<file path="src/rtl/rr_priority_encoder.sv">
// rr_priority_encoder
//   Registered N-to-IDX_W encoder with rotating (round-robin) priority and a
//   valid/ready output handshake. A winner is captured one cycle after req is
//   sampled and held bit-stable until the consumer accepts it. On an accept
//   with req still non-zero, the next winner (searched from the updated
//   pointer) is captured in the same cycle, giving one grant per cycle.
//
//   Optional build macro: FIXED_PRIORITY_EN
//     Defined   -> no rotation; the search is highest index first (N-1..0).
//     Undefined -> round-robin starting at ptr; ptr moves to granted+1.
//
// Ports
//   clk        : clock, rising edge
//   rst        : asynchronous active-high reset
//   req        : N-bit request vector (sampled in IDLE or on an accept cycle)
//   out_ready  : consumer accepts the current grant when high with out_valid
//   out_valid  : a grant is held in the output register
//   out_idx    : binary index of the granted request
//   out_onehot : one-hot form of out_idx, zero whenever out_valid is low
//   out_multi  : more than one req bit was set when the grant was captured
module rr_priority_encoder #(
    parameter int unsigned N     = 8,
    parameter int unsigned IDX_W = 3
) (
    input  logic             clk,
    input  logic             rst,
    input  logic [N-1:0]     req,
    input  logic             out_ready,
    output logic             out_valid,
    output logic [IDX_W-1:0] out_idx,
    output logic [N-1:0]     out_onehot,
    output logic             out_multi
);

    typedef enum logic {
        S_IDLE = 1'b0,
        S_HOLD = 1'b1
    } state_t;

    state_t           r_state, w_state_nxt;
    logic [IDX_W-1:0] r_idx, w_idx_nxt;
    logic [N-1:0]     r_onehot, w_onehot_nxt;
    logic             r_multi, w_multi_nxt;

    logic             w_win_found;
    logic [IDX_W-1:0] w_win_idx;
    logic [N-1:0]     w_win_oh;
    logic             w_req_multi;

`ifdef FIXED_PRIORITY_EN
    // Legacy fixed priority: highest set index wins.
    always_comb begin
        w_win_found = 1'b0;
        w_win_idx   = '0;
        for (int unsigned i = 0; i < N; i++) begin
            if (!w_win_found && req[N-1-i]) begin
                w_win_found = 1'b1;
                w_win_idx   = IDX_W'(N-1-i);
            end
        end
    end
`else
    logic [IDX_W-1:0] r_ptr;
    logic [IDX_W-1:0] w_ptr_inc;
    logic [IDX_W-1:0] w_search_ptr;
    logic             w_accept;

    // Modulo-N add; wraps at N, not at 2**IDX_W, so non-power-of-two N works.
    function automatic logic [IDX_W-1:0] f_wrap_add(input logic [IDX_W-1:0] base,
                                                    input int unsigned       off);
        int unsigned s;
        s = 32'(base) + off;
        if (s >= N) s = s - N;
        return IDX_W'(s);
    endfunction

    assign w_accept     = (r_state == S_HOLD) && out_ready;
    assign w_ptr_inc    = (r_idx == IDX_W'(N-1)) ? '0 : r_idx + 1'b1;
    // On an accept the back-to-back search must already use the advanced ptr.
    assign w_search_ptr = w_accept ? w_ptr_inc : r_ptr;

    always_comb begin
        w_win_found = 1'b0;
        w_win_idx   = '0;
        for (int unsigned i = 0; i < N; i++) begin
            if (!w_win_found && req[f_wrap_add(w_search_ptr, i)]) begin
                w_win_found = 1'b1;
                w_win_idx   = f_wrap_add(w_search_ptr, i);
            end
        end
    end

    always_ff @(posedge clk or posedge rst) begin
        if (rst) begin
            r_ptr <= '0;
        end else if (w_accept) begin
            r_ptr <= w_ptr_inc;
        end
    end
`endif

    assign w_win_oh    = {{(N-1){1'b0}}, 1'b1} << w_win_idx;
    // Clearing the lowest set bit leaves something only if popcount > 1.
    assign w_req_multi = (req & (req - N'(1))) != '0;

    always_comb begin
        w_state_nxt  = r_state;
        w_idx_nxt    = r_idx;
        w_onehot_nxt = r_onehot;
        w_multi_nxt  = r_multi;
        unique case (r_state)
            S_IDLE: begin
                if (w_win_found) begin
                    w_state_nxt  = S_HOLD;
                    w_idx_nxt    = w_win_idx;
                    w_onehot_nxt = w_win_oh;
                    w_multi_nxt  = w_req_multi;
                end else begin
                    w_onehot_nxt = '0;
                end
            end
            S_HOLD: begin
                if (out_ready) begin
                    if (w_win_found) begin
                        w_idx_nxt    = w_win_idx;
                        w_onehot_nxt = w_win_oh;
                        w_multi_nxt  = w_req_multi;
                    end else begin
                        w_state_nxt  = S_IDLE;
                        w_onehot_nxt = '0;
                    end
                end
            end
            default: w_state_nxt = S_IDLE;
        endcase
    end

    always_ff @(posedge clk or posedge rst) begin
        if (rst) begin
            r_state  <= S_IDLE;
            r_idx    <= '0;
            r_onehot <= '0;
            r_multi  <= 1'b0;
        end else begin
            r_state  <= w_state_nxt;
            r_idx    <= w_idx_nxt;
            r_onehot <= w_onehot_nxt;
            r_multi  <= w_multi_nxt;
        end
    end

    assign out_valid  = (r_state == S_HOLD);
    assign out_idx    = r_idx;
    assign out_onehot = r_onehot;
    assign out_multi  = r_multi;

endmodule

</file>
<file path="config.mk">
export PLATFORM = sky130hd
export DESIGN_NAME = rr_priority_encoder
export DESIGN_NICKNAME = d
export VERILOG_FILES = /design/src/rtl/rr_priority_encoder.sv
export SDC_FILE = /design/constraint.sdc
export NUM_CORES = 1
export LEC_CHECK = 0
export BUFFER_PORTS_ARGS = -buffer_cell sky130_fd_sc_hd__buf_2
export CAP_MARGIN = 20
export CORE_MARGIN = 4
export CORE_UTILIZATION = 53
export CTS_CLUSTER_DIAMETER = 50
export DETAILED_ROUTE_END_ITERATION = 8
export GPL_TIMING_DRIVEN = 1
export PLACE_DENSITY = 0.84
export SETUP_SLACK_MARGIN = 0.15
export SLEW_MARGIN = 20
export SYNTH_ARGS = -nofsm -noshare
export SYNTH_HDL_FRONTEND = slang
export SYNTH_SLANG_ARGS = --single-unit
</file>
<file path="constraint.sdc">
create_clock -name clk -period 3.6 [get_ports clk]
set_input_delay 0.36 -clock clk [delete_from_list [all_inputs] [get_ports clk]]
set_output_delay 0.36 -clock clk [all_outputs]
set_load 0.02 [all_outputs]
</file>
# ---- Word level (Yosys, flattened, before mapping)
# Cells that the tools add are included.
dict set report classes {
  addsub 17
  order_cmp 16
  n_eq_ne 2
  n_shift 1
  n_mux 54
  bitwise_logic 2
  reduce_logical 16
}
# operator n
set op_table {}
lappend op_table {{$mux W3} 20}
lappend op_table {{$lt A3 B4 Y1 const B} 8}
lappend op_table {{$ge A4 B4 Y1 const B} 7}
lappend op_table {{$bmux W1 S3} 8}
lappend op_table {{$sub A3 B1 Y3 const B} 8}
lappend op_table {{$mux W1} 20}
lappend op_table {{$add A3 B3 Y4 const B} 4}
lappend op_table {{$mux W8} 2}
lappend op_table {{$pmux W8 S2} 1}
lappend op_table {{$add A3 B2 Y4 const B} 2}
lappend op_table {{$and A8 B8 Y8} 1}
lappend op_table {{$logic_and A1 B1 Y1} 8}
lappend op_table {{$reduce_bool A8 Y1} 1}
lappend op_table {{$shl A1 B3 Y8 const A} 1}
lappend op_table {{$sub A8 B1 Y8 const B} 1}
lappend op_table {{$logic_not A1 Y1} 7}
lappend op_table {{$pmux W3 S2} 1}
lappend op_table {{$add A3 B1 Y4 const B} 1}
lappend op_table {{$ge A3 B4 Y1 const B} 1}
lappend op_table {{$pmux W1 S2} 2}
lappend op_table {{$add A3 B1 Y3 const B} 1}
lappend op_table {{$eq A3 B3 Y1 const B} 1}
lappend op_table {{$ne A2 B2 Y1 const B} 1}
lappend op_table {{$not A1 Y1} 1}
dict set report totals {
  register_bits 16
  input_bits 11
  out_inout_bits 13
  word_cells 113
}

# ---- Depth between registers and ports, before layout
# Gate-level depths: netlist of run 1.
dict set report depth {
  ltp_word 33
  mapped_depth 17
  depth_no_buf 15
}

# ---- Worst setup path before layout of run 1
# No wires, ideal clock.
dict set report synth_path {
  path_kind {reg-to-reg}
  from {reg r_idx[0], in the netlist out_idx[0]}
  to {reg r_onehot[0], in the netlist out_onehot[0]}
  setup_ns 0.133
  t_arrival_ns 3.932
  t_required_ns 3.467
  slack_ns -0.465
  path_stages_with_launch 17
  path_buffers 2
  period_less_slack_ns 4.065
  cell_sequence {dfrtp_1 > ha_1 > ha_1 > nand4b_1 > nand2_2 > inv_1 > buf_2 > buf_1 > ha_1 > nor3_1 > a211oi_1 > nor3_1 > o22ai_1 > nor4_4 > a22o_1 > a2bb2oi_1 > o31ai_1}
}
dict set report synth_between {
  elab_chain_len 33
  word_cells_on_any_way 85
  cone_classes {add/sub: 16; order compare: 8; eq/ne: 1; shift: 1; mux: 45; reduce/logical: 14}
}
# element line
set synth_lines {}
lappend synth_lines {{start: declaration} 41} ;# logic [IDX_W-1:0] r_idx, w_idx_nxt;
lappend synth_lines {{start signal: assignment} 146} ;# r_idx <= w_idx_nxt;
lappend synth_lines {{$add A3 B1 Y3 / $eq A3 B3 Y1 (equally long branches)} 78} ;# assign w_ptr_inc = (r_idx == IDX_W'(N-1)) ? '0 : r_idx + 1'b1;
lappend synth_lines {{$mux W3 (*)} 78}
lappend synth_lines {{$mux W3 (*)} -}
lappend synth_lines {{parallel branches: the longest is 27 deep, another holds $add A3 B1 Y4} -}
lappend synth_lines {{$mux W8 (*)} {113, 124}}
lappend synth_lines {{$mux W8} 123} ;# if (out_ready) begin
lappend synth_lines {{$pmux W8 S2 (*)} 111} ;# unique case (r_state)
lappend synth_lines {{end signal: assignment} 147} ;# r_onehot <= w_onehot_nxt;
lappend synth_lines {{end: declaration} 42} ;# logic [N-1:0] r_onehot, w_onehot_nxt;
# Every way passes the cells marked *. The select of a mux whose other input is x is not followed.
# A chain may end at the register's enable or synchronous reset.

# ---- Worst setup path after layout of run 1
dict set report layout_path {
  from {reg r_idx[0], in the netlist out_idx[0]}
  to {reg r_onehot[5], in the netlist out_onehot[5]}
}
# The elaborated chain is that of the path after synthesis.

==> results of run 1 <==
cells by family after synthesis:
logic type	Yosys count	synth area share, %
buffers and inverters	27	6.17
adder cells (fa/ha/maj)	5	3.08
XOR/XNOR	2	0.900
multiplexers	12	9.45
AND/OR/NAND/NOR	80	22.8
flip-flops	16	20.6
AO/OA/AOI/OAI	101	37.0
registers in the layout, indices dropped and copies added, names as in the netlist:
register / count
out_multi: 1
r_ptr: 3
out_valid: 1
out_idx: 3
out_onehot: 8
Yosys cell counts, types with 3 or more instances:
master,number
a211oi_1,8
a21bo_2,3
a21o_1,3
a21oi_1,17
a22o_1,3
a22oi_1,4
and3_1,4
buf_2,3
clkbuf_1,8
dfrtp_1,16
ha_1,4
inv_1,9
mux2i_1,6
mux4_2,4
nand2_1,19
nand3_1,12
nor2_1,14
nor3_1,12
o211ai_1,3
o21ai_0,16
o22ai_1,5
o31ai_1,9
o32ai_1,3
through the flow:
| stage | setup slack, ns | TNS [ns] | area [sq um] | utilization (%) |
|---|---|---|---|---|
| after floorplan | 0.0404 | 0 | 2050 | - |
| after global placement | 0.118 | 0 | 2210 | 64.2 |
| after detailed placement | 0.0676 | 0 | 2210 | 64.2 |
| after CTS | 0.165 | 0 | 2340 | 67.9 |
| after global routing | -0.0542 | -0.0846 | 2660 | 77.2 |
| final | 0.0518 | 0 | 2660 | 77.2 |
layout make-up:
| type | count | area (sq um) | share of cell area, % |
|---|---|---|---|
| clock buffer | 4 | 55.1 | 2.07 |
| sequential | 16 | 403 | 15.2 |
| tap | 46 | 57.6 | 2.17 |
| timing repair buffer | 50 | 325 | 12.2 |
| inverter | 11 | 51.3 | 1.93 |
| multi-input combinational | 201 | 1770 | 66.4 |
per-layer routing:
| metal | GRT usage, % | up-vias | wire [um] |
|---|---|---|---|
| met1 | 36.2 | 1073 | 2700 |
| met4 | 11.2 | 0 | 223 |
| met5 | 0 | - | 0 |
| met2 | 43.1 | 163 | 3210 |
| met3 | 4.70 | 34 | 685 |
| li1 | - | 1030 | - |
layout by cell type, fill, tap and decap left out, types with 6 or more instances in the layout:
cell,synthesis,routed
nand3_1,12,11
a21oi_1,17,16
mux2i_1,6,6
o21ai_0,16,13
nor2_1,14,12
buf_2,3,23
dfrtp_1,16,14
buf_4,2,25
nor3_1,12,9
inv_1,9,7
nand2_1,19,19
timing repair:
action,CTS,global route
setup endpoints to repair,12,12
gates cloned,0,1
endpoints found under the hold margin,0,0
buffers inserted,1,15
pin swaps,5,21
gates resized for setup,14,43
final timing paths:
check                               from            end  cells after the start
min                                  rst       r_ptr[1]                      2
max reg2reg                   out_idx[0]  out_onehot[5]                     13
max in group asynchronous            rst     out_idx[1]                      2
min in group clk           out_onehot[4]  out_onehot[4]                      2
max                           out_idx[0]  out_onehot[5]                     13
min reg2reg                out_onehot[4]  out_onehot[4]                      2
critical path: stages (launching register included):
cell and delay [ns]:
dfrtp_2 0.44, ha_4 0.17, ha_4 0.15, and4bb_4 0.39
nor2_8 0.07, ha_4 0.34, mux4_2 0.36, mux2i_1 0.25
buf_4 0.17, o21ai_0 0.09, nor4_1 0.29, o22ai_2 0.15
or2_4 0.29, o31ai_2 0.28
==> reports/metrics.yaml, run 1 <==
synth:
  syn_area_per_cell_sq_um: 8.01
  ys_async_sr_fraction_pct: 100
  biggest_area_contributors_in_the_synthesized_netlist: "dfrtp_1 21%, mux4_2 4.6%, a21oi_1 4.4%"
  synth_edf_count: 0
  synth_fp_nets: 258
  netlist_area_sq_mm: 0.00195
  post_synth_inst_count: 243
  synth.yosys.warnings: 0
  count_of_distinct_cell_types_in_the_synthesized_netlist: 65
  synth_largest_type_area_fraction_pct: 20.6
  synth_flop_cell: "dfrtp_1"
  netlist.top_cell.by_area: "dfrtp_1"
  sequential_cell_area_fraction_in_the_yosys_report_pct: 20.6
  synth.ff_latch_count: 16
floorplanning:
  initial_util_pct: 56.6
  pin_count: 24
  dieHeight_um: 68.6
  design.die.area_sq_mm: 0.00471
  floorplan.core_area_sq_mm: 0.00344
  rows: 21
  die_w_um: 68.6
drt:
  drc: 0
  detailedRoute.firstIterationViolations: 329
  route.final.wire_length_um: 6820
  wire_per_inst_um: 20.8
  post_drt_via_cell_ratio: 7.01
  num_vias: 2300
  ant_nets: 0
  detailedRoute.firstPassIterationCount: 6
sta:
  min_period_ns: 3.55
  finalCritPeriodShare_pct: 98.6
  fin_skew_ns: 0.00121
  slew_headroom_pct: 52.1
  maxSlewViolCount: 0
  fin_worst_hold_slack_ns: 0.161
  fmaxAchievable_ghz: 0.282
  setup_viol_count_final: 0
  slew_at_the_pin_with_the_worst_max_slew_slack_ns: 0.713
  rsz0062_at_grt: "yes"
  hold_viol: 0
cells_and_area:
  num_antenna_cells: 0
  num-fill-cells: 227
  finish.net_count: 298
  area_growth_pct: 36.5
  post_route_cells_drive_above_1_share_pct: 43.6
  final_cells: 328
worst_hold_path:
  worst_hold_path_type: "in2async"
job:
  cap_violations: 0
clocking:
  clock_tree.root_cell: "clkbuf_8"
  clkLatencyLatePin_ns: 0.25
  ctsHoldBuffers: 0
  tritoncts_num_sinks: 16
  cts_tree: "yes"
  cts-root-to-sink-buffers: 2
  number_of_clock_buffers_inserted_by_tritoncts: 3
  cts.clk_slew.worst_paths_ns: 0.06
  cts.htree.levels: 1
global_routing:
  grt_pass1_vias: 1965
  grt_overflow_total: 0
  grt_util_all_layers_pct: 27.1
  maximum_number_of_pins_on_one_net_before_global_route_repair: 21
  grt_antenna_before_repair: 0
  grt_first_pass_wirelength_um: 9610
critical_path:
  path_max_fanout: 6
  critPathArrivalTime_ns: 3.69
  endpoint_kind: "register"
  crit_type: "reg2reg"
  critical_path_required_ns: 3.74
  r2r_setup_slack_ns: 0.05
  setup.worst_path.start_class: "register"
placed_design:
  hpwl_detailed_um: 4230
  port_buf_inserts: 23
  dp_cells: 307
  place.gp.congestion: 1.01
outcome:
  status: "complete, no violations"
Power of run 1 is not shown: default switching activity piles up to over one toggle a cycle in this logic, so the estimate is an artifact.
==> run 2: changes to the inputs <==
--- a/config.mk
+++ b/config.mk
@@ -7,13 +7,14 @@
 export LEC_CHECK = 0
 export BUFFER_PORTS_ARGS = -buffer_cell sky130_fd_sc_hd__buf_2
 export CAP_MARGIN = 20
+export CORE_ASPECT_RATIO = 1.75
 export CORE_MARGIN = 4
 export CORE_UTILIZATION = 53
 export CTS_CLUSTER_DIAMETER = 50
 export DETAILED_ROUTE_END_ITERATION = 8
 export GPL_TIMING_DRIVEN = 1
 export PLACE_DENSITY = 0.84
-export SETUP_SLACK_MARGIN = 0.15
+export SETUP_SLACK_MARGIN = 0.3
 export SLEW_MARGIN = 20
 export SYNTH_ARGS = -nofsm -noshare
 export SYNTH_HDL_FRONTEND = slang
==> reports/metrics.yaml, run 2 (synthesized netlist as in run 1, its figures left out) <==
floorplanning:
  pin_count: 24  # unchanged
  design.die.area_sq_mm: 0.00475  # +0.80%
  rows: 28  # +33%
  floorplan.core_area_sq_mm: 0.00347  # +0.76%
  initial_util_pct: 56.1  # -0.43 points
  dieHeight_um: 88.2  # +29%
  die_w_um: 53.8  # -22%
critical_path:
  endpoint_kind: "register"
  path_max_fanout: 4  # -2
  setup.worst_path.start_class: "register"
  critical_path_required_ns: 3.75  # about the same
  critPathArrivalTime_ns: 3.74  # +0.05 ns
  crit_type: "reg2reg"
sta:
  fin_skew_ns: 0.00556  # +0.00435 ns
  finalCritPeriodShare_pct: 99.7  # +1.1 points
  setup_viol_count_final: 0  # unchanged
  min_period_ns: 3.59  # +0.0413 ns
  maxSlewViolCount: 0  # unchanged
  rsz0062_at_grt: "yes"
  fin_worst_hold_slack_ns: 0.149  # -0.0120 ns
  fmaxAchievable_ghz: 0.279  # -1.1%
  slew_at_the_pin_with_the_worst_max_slew_slack_ns: 0.669  # -0.0440 ns
  hold_viol: 0  # unchanged
  slew_headroom_pct: 55.3  # +3.3 points
clocking:
  cts.clk_slew.worst_paths_ns: 0.06  # about the same
  tritoncts_num_sinks: 16  # unchanged
  number_of_clock_buffers_inserted_by_tritoncts: 3  # unchanged
  clkLatencyLatePin_ns: 0.26  # about the same
  cts-root-to-sink-buffers: 2  # unchanged
  cts.htree.levels: 1  # unchanged
  cts_tree: "yes"
  clock_tree.root_cell: "clkbuf_8"
drt:
  wire_per_inst_um: 23.9  # +15%
  route.final.wire_length_um: 8080  # +19%
  post_drt_via_cell_ratio: 7.41  # +5.6%
  detailedRoute.firstIterationViolations: 224  # -32%
  detailedRoute.firstPassIterationCount: 6  # unchanged
  ant_nets: 0  # unchanged
  drc: 0  # unchanged
  num_vias: 2504  # +8.9%
job:
  cap_violations: 0  # unchanged
global_routing:
  grt_pass1_vias: 2411  # +23%
  grt.met1_usage_pct: 39.7  # +3.5 points
  top_usage_layer: "met2"
  use_met3_pct: 3.24  # -1.5 points
  grt_antenna_before_repair: 0  # unchanged
  globalRouteMet2Util_pct: 61.9  # +19 points
  grt_overflow_total: 0  # unchanged
  maximum_number_of_pins_on_one_net_before_global_route_repair: 21  # unchanged
  grt_util_all_layers_pct: 35.9  # +8.7 points
  grt_first_pass_wirelength_um: 12300  # +28%
placed_design:
  port_buf_inserts: 23  # unchanged
  place.gp.congestion: 0.996  # -1.6%
  dp_cells: 315  # +2.6%
  hpwl_detailed_um: 5100  # +20%
cells_and_area:
  finish.net_count: 309  # +3.7%
  area_growth_pct: 44.1
  largest_register_ffs: 8  # unchanged
  post_route_cells_drive_above_1_share_pct: 46.4  # +2.8 points
  num-fill-cells: 188  # -17%
  num_antenna_cells: 0  # unchanged
  commonest_non_fill_non_tap_cell_in_the_layout: "buf_4"
  most-common-layout-cells: "35 x buf_4, 23 x buf_2, 18 x nand2_1"
  final_cells: 338  # +3.0%
worst_hold_path:
  worst_hold_path_type: "in2async"
outcome:
  status: "complete, no violations"
[run 2: changes by cell type in the layout (fill, tap and decap cells not counted), sizes merged]
cell,delta
clkinv,+1
buf,+11
inv,-1
[run 2: worst max-delay path, stage by stage, from the launching register on]
cell	delay, ns
dfrtp_2	0.43
ha_4	0.17
ha_4	0.16
nand4b_1	0.22
nand2_2	0.14
inv_2	0.06
ha_4	0.29
mux4_2	0.38
mux2i_4	0.29
buf_4	0.17
buf_4	0.10
o21bai_1	0.11
o311ai_2	0.17
o22ai_2	0.24
nand2b_1	0.21
o31ai_1	0.34
[run 2: layout make-up]
| type | count | area [sq um] | area share, % |
|---|---|---|---|
| multi-input cells | 201 | 1830 | 65.3 |
| repair buffers | 61 | 412 | 14.7 |
| flip-flops and latches | 16 | 403 | 14.4 |
| well taps | 45 | 56.3 | 2.01 |
| clock buffers | 4 | 55.1 | 1.96 |
| inverters | 11 | 46.3 | 1.65 |
[run 2: layer usage]
metal | vias to the layer above | wire (um)
li1 | 1051 | -
met1 | 1157 | 2600
met2 | 228 | 4060
met3 | 68 | 777
met4 | 0 | 649
met5 | - | 0
[run 2: what timing repair did]
item,in CTS,in global routing
resized for setup,37,29
buffers inserted,12,6
cloned,1,0
pin swaps,20,12
hold buffers,0,0
endpoints found under the setup margin,12,12
[run 2: final timing paths]
check / start / endpoint / slack (ns) / depth (start not counted)
max: out_idx[1] / out_onehot[6] / 0.01 / 15
min: rst / r_ptr[2] / 0.15 / 2
max reg2reg: out_idx[1] / out_onehot[6] / 0.01 / 15
min reg2reg: out_onehot[0] / out_onehot[0] / 0.49 / 2
max in group asynchronous: rst / out_idx[1] / 3.04 / 2
min in group clk: out_onehot[0] / out_onehot[0] / 0.49 / 2
[run 2: through the flow]
| step | utilization [%] | setup TNS, ns | worst slack (ns) | area, sq um |
|---|---|---|---|---|
| 2_1_floorplan | - | 0 | 0.0404 | 2050 |
| 3_5_place_dp | 65.6 | -0.287 | -0.0640 | 2280 |
| 5_1_grt | 80.9 | -0.0860 | -0.0784 | 2810 |
| 4_1_cts | 75.3 | 0 | 0.196 | 2610 |
| 3_3_place_gp | 65.6 | -0.138 | -0.0475 | 2280 |
| 6_report | 80.9 | 0 | 0.0106 | 2810 |
Power of run 2 is left out for the same reason.
==> run 3: changes to the inputs <==
--- a/config.mk
+++ b/config.mk
@@ -7,13 +7,15 @@
 export LEC_CHECK = 0
 export BUFFER_PORTS_ARGS = -buffer_cell sky130_fd_sc_hd__buf_2
 export CAP_MARGIN = 20
+export CELL_PAD_IN_SITES_DETAIL_PLACEMENT = 0
+export CELL_PAD_IN_SITES_GLOBAL_PLACEMENT = 1
 export CORE_ASPECT_RATIO = 1.75
 export CORE_MARGIN = 4
-export CORE_UTILIZATION = 53
+export CORE_UTILIZATION = 44
 export CTS_CLUSTER_DIAMETER = 50
 export DETAILED_ROUTE_END_ITERATION = 8
 export GPL_TIMING_DRIVEN = 1
-export PLACE_DENSITY = 0.84
+export PLACE_DENSITY = 0.88
 export SETUP_SLACK_MARGIN = 0.3
 export SLEW_MARGIN = 20
 export SYNTH_ARGS = -nofsm -noshare
==> constraint.sdc (replaced) <==
create_clock -name clk -period 3.76 [get_ports clk]
set_input_delay 0.376 -clock clk [delete_from_list [all_inputs] [get_ports clk]]
set_output_delay 0.376 -clock clk [all_outputs]
set_load 0.02 [all_outputs]
==> reports/metrics.yaml, run 3 (synthesized netlist as in run 1, its figures left out) <==
outcome:
  status: "complete, no violations"
clocking:
  cts.htree.levels: 1  # unchanged
  cts-root-to-sink-buffers: 2  # unchanged
  clkLatencyLatePin_ns: 0.24  # -0.02 ns
  cts.clk_slew.worst_paths_ns: 0.06  # about the same
  clock_tree.root_cell: "clkbuf_8"
  number_of_clock_buffers_inserted_by_tritoncts: 3  # unchanged
  cts_tree: "yes"
  ctsHoldBuffers: 0  # unchanged
  tritoncts_num_sinks: 16  # unchanged
critical_path:
  r2r_setup_slack_ns: 0.28  # +0.27 ns
  critical_path_required_ns: 3.91  # +0.16 ns
  critPathArrivalTime_ns: 3.63  # -0.11 ns
  rr_startpoint: "out_idx[0]"
  endpoint_kind: "register"
  setup.worst_path.start_class: "register"
  crit_type: "reg2reg"
  path_max_fanout: 4  # unchanged
  reg2reg_depth: 15  # unchanged
  rr_endpoint: "out_onehot[2]"
  cp-startpoint: "out_idx[0]"
global_routing:
  grt_antenna_before_repair: 0  # unchanged
  grt_overflow_total: 0  # unchanged
  grt_first_pass_wirelength_um: 10400  # -15%
  maximum_number_of_pins_on_one_net_before_global_route_repair: 21  # unchanged
  globalRouteMet2Util_pct: 42.1  # -20 points
  top_usage_layer: "met2"
  use_met3_pct: 1.74  # -1.5 points
  grt_pass1_vias: 2066  # -14%
  grt_util_all_layers_pct: 24.7  # -11 points
  grt.met1_usage_pct: 27.6  # -12 points
sta:
  finalCritPeriodShare_pct: 92.6  # -7.1 points
  slew_headroom_pct: 56.1  # +0.74 points
  slew_at_the_pin_with_the_worst_max_slew_slack_ns: 0.658  # -0.0111 ns
  fmaxAchievable_ghz: 0.287  # +3.1%
  rsz0062_at_grt: "yes"
  hold_viol: 0  # unchanged
  min_period_ns: 3.48  # -0.109 ns
  fin_setup_tns_ns: 0  # unchanged
  setup_viol_count_final: 0  # unchanged
  fin_skew_ns: 0.00104  # -0.00451 ns
  maxSlewViolCount: 0  # unchanged
drt:
  drc: 0  # unchanged
  wire_per_inst_um: 21.8  # -8.9%
  ant_nets: 0  # unchanged
  detailedRoute.firstIterationViolations: 168  # -25%
  detailedRoute.firstPassIterationCount: 4  # -2
  post_drt_via_cell_ratio: 6.87  # -7.3%
  num_vias: 2300  # -8.1%
  route.final.wire_length_um: 7300  # -9.7%
cells_and_area:
  area_growth_pct: 41.5
  post_route_cells_drive_above_1_share_pct: 45.5  # -0.96 points
  commonest_non_fill_non_tap_cell_in_the_layout: "buf_4"
  largest_register_ffs: 8  # unchanged
  finish.net_count: 302  # -2.3%
  most-common-layout-cells: "27 x buf_4, 24 x buf_2, 19 x nand2_1"
  num_antenna_cells: 0  # unchanged
floorplanning:
  design.die.area_sq_mm: 0.00560  # +18%
  die_w_um: 58.3  # +8.3%
  rows: 31  # +11%
  floorplan.core_area_sq_mm: 0.00423  # +22%
  initial_util_pct: 46.0  # -10 points
  pin_count: 24  # unchanged
  dieHeight_um: 96.0  # +8.9%
placed_design:
  port_buf_inserts: 23  # unchanged
  hpwl_detailed_um: 5120  # +0.53%
  place.gp.congestion: 0.963  # -3.3%
job:
  cap_violations: 0  # unchanged
worst_hold_path:
  worst_hold_path_type: "in2async"
==> run 3: cell types whose count changed in the layout (fill, tap and decap cells not counted), sizes merged <==
cell    change
buf         -6
clkinv      -1
inv         +1
o21ai       -1
==> run 3: repair_timing <==
item	CTS	global route
gates resized for setup	17	54
setup endpoints to repair	12	12
hold endpoints to repair	0	0
buffers inserted	1	17
pin swaps	3	26
==> run 3: how the worst max path moves through the flow <==
stage,to,cells past startpoint
global placement,out_onehot[3],12
CTS,out_onehot[2],12
global route,out_onehot[7],13
floorplan,out_multi,14
detailed placement,out_onehot[2],12
finish,out_onehot[2],15
==> run 3: routing by layer <==
| metal | wire [um] | vias to the layer above |
|---|---|---|
| li1 | - | 1034 |
| met3 | 376 | 35 |
| met5 | 0 | - |
| met2 | 3860 | 128 |
| met1 | 2520 | 1103 |
| met4 | 544 | 0 |
==> run 3: area by class of cell <==
cell class	count	area (sq um)
Fill cell	344	1470
Tap cell	49	61.3
Timing Repair Buffer	55	368
Inverter	11	48.8
Sequential cell	16	403
Multi-Input combinational cell	200	1820
Clock buffer	4	55.1
==> run 3: per-stage QoR <==
step	instance area [sq um]	utilization [%]	instances	hold WS (ns)	setup slack, ns
after floorplan	2050	-	243	0.290	0.200
after global placement	2240	52.9	313	0.460	0.0982
after detailed placement	2240	52.9	313	0.463	0.0384
after CTS	2360	55.8	318	0.199	0.309
after global routing	2760	65.2	335	0.213	0.151
final	2760	65.2	335	0.189	0.279
==> run 3: worst max-delay path, cell delays in order, from the launching register on <==
cell and delay, ns:
dfrtp_2 0.43, ha_4 0.17, ha_4 0.15, and4bb_4 0.39
nor2_8 0.07, ha_4 0.21, nor3_4 0.20, a211oi_2 0.11
nor3_2 0.37, buf_4 0.21, nor2_1 0.05, o22a_1 0.23
o22ai_2 0.23, a32oi_1 0.14, buf_4 0.18, o31ai_2 0.25
Power of run 3 is left out for the same reason.
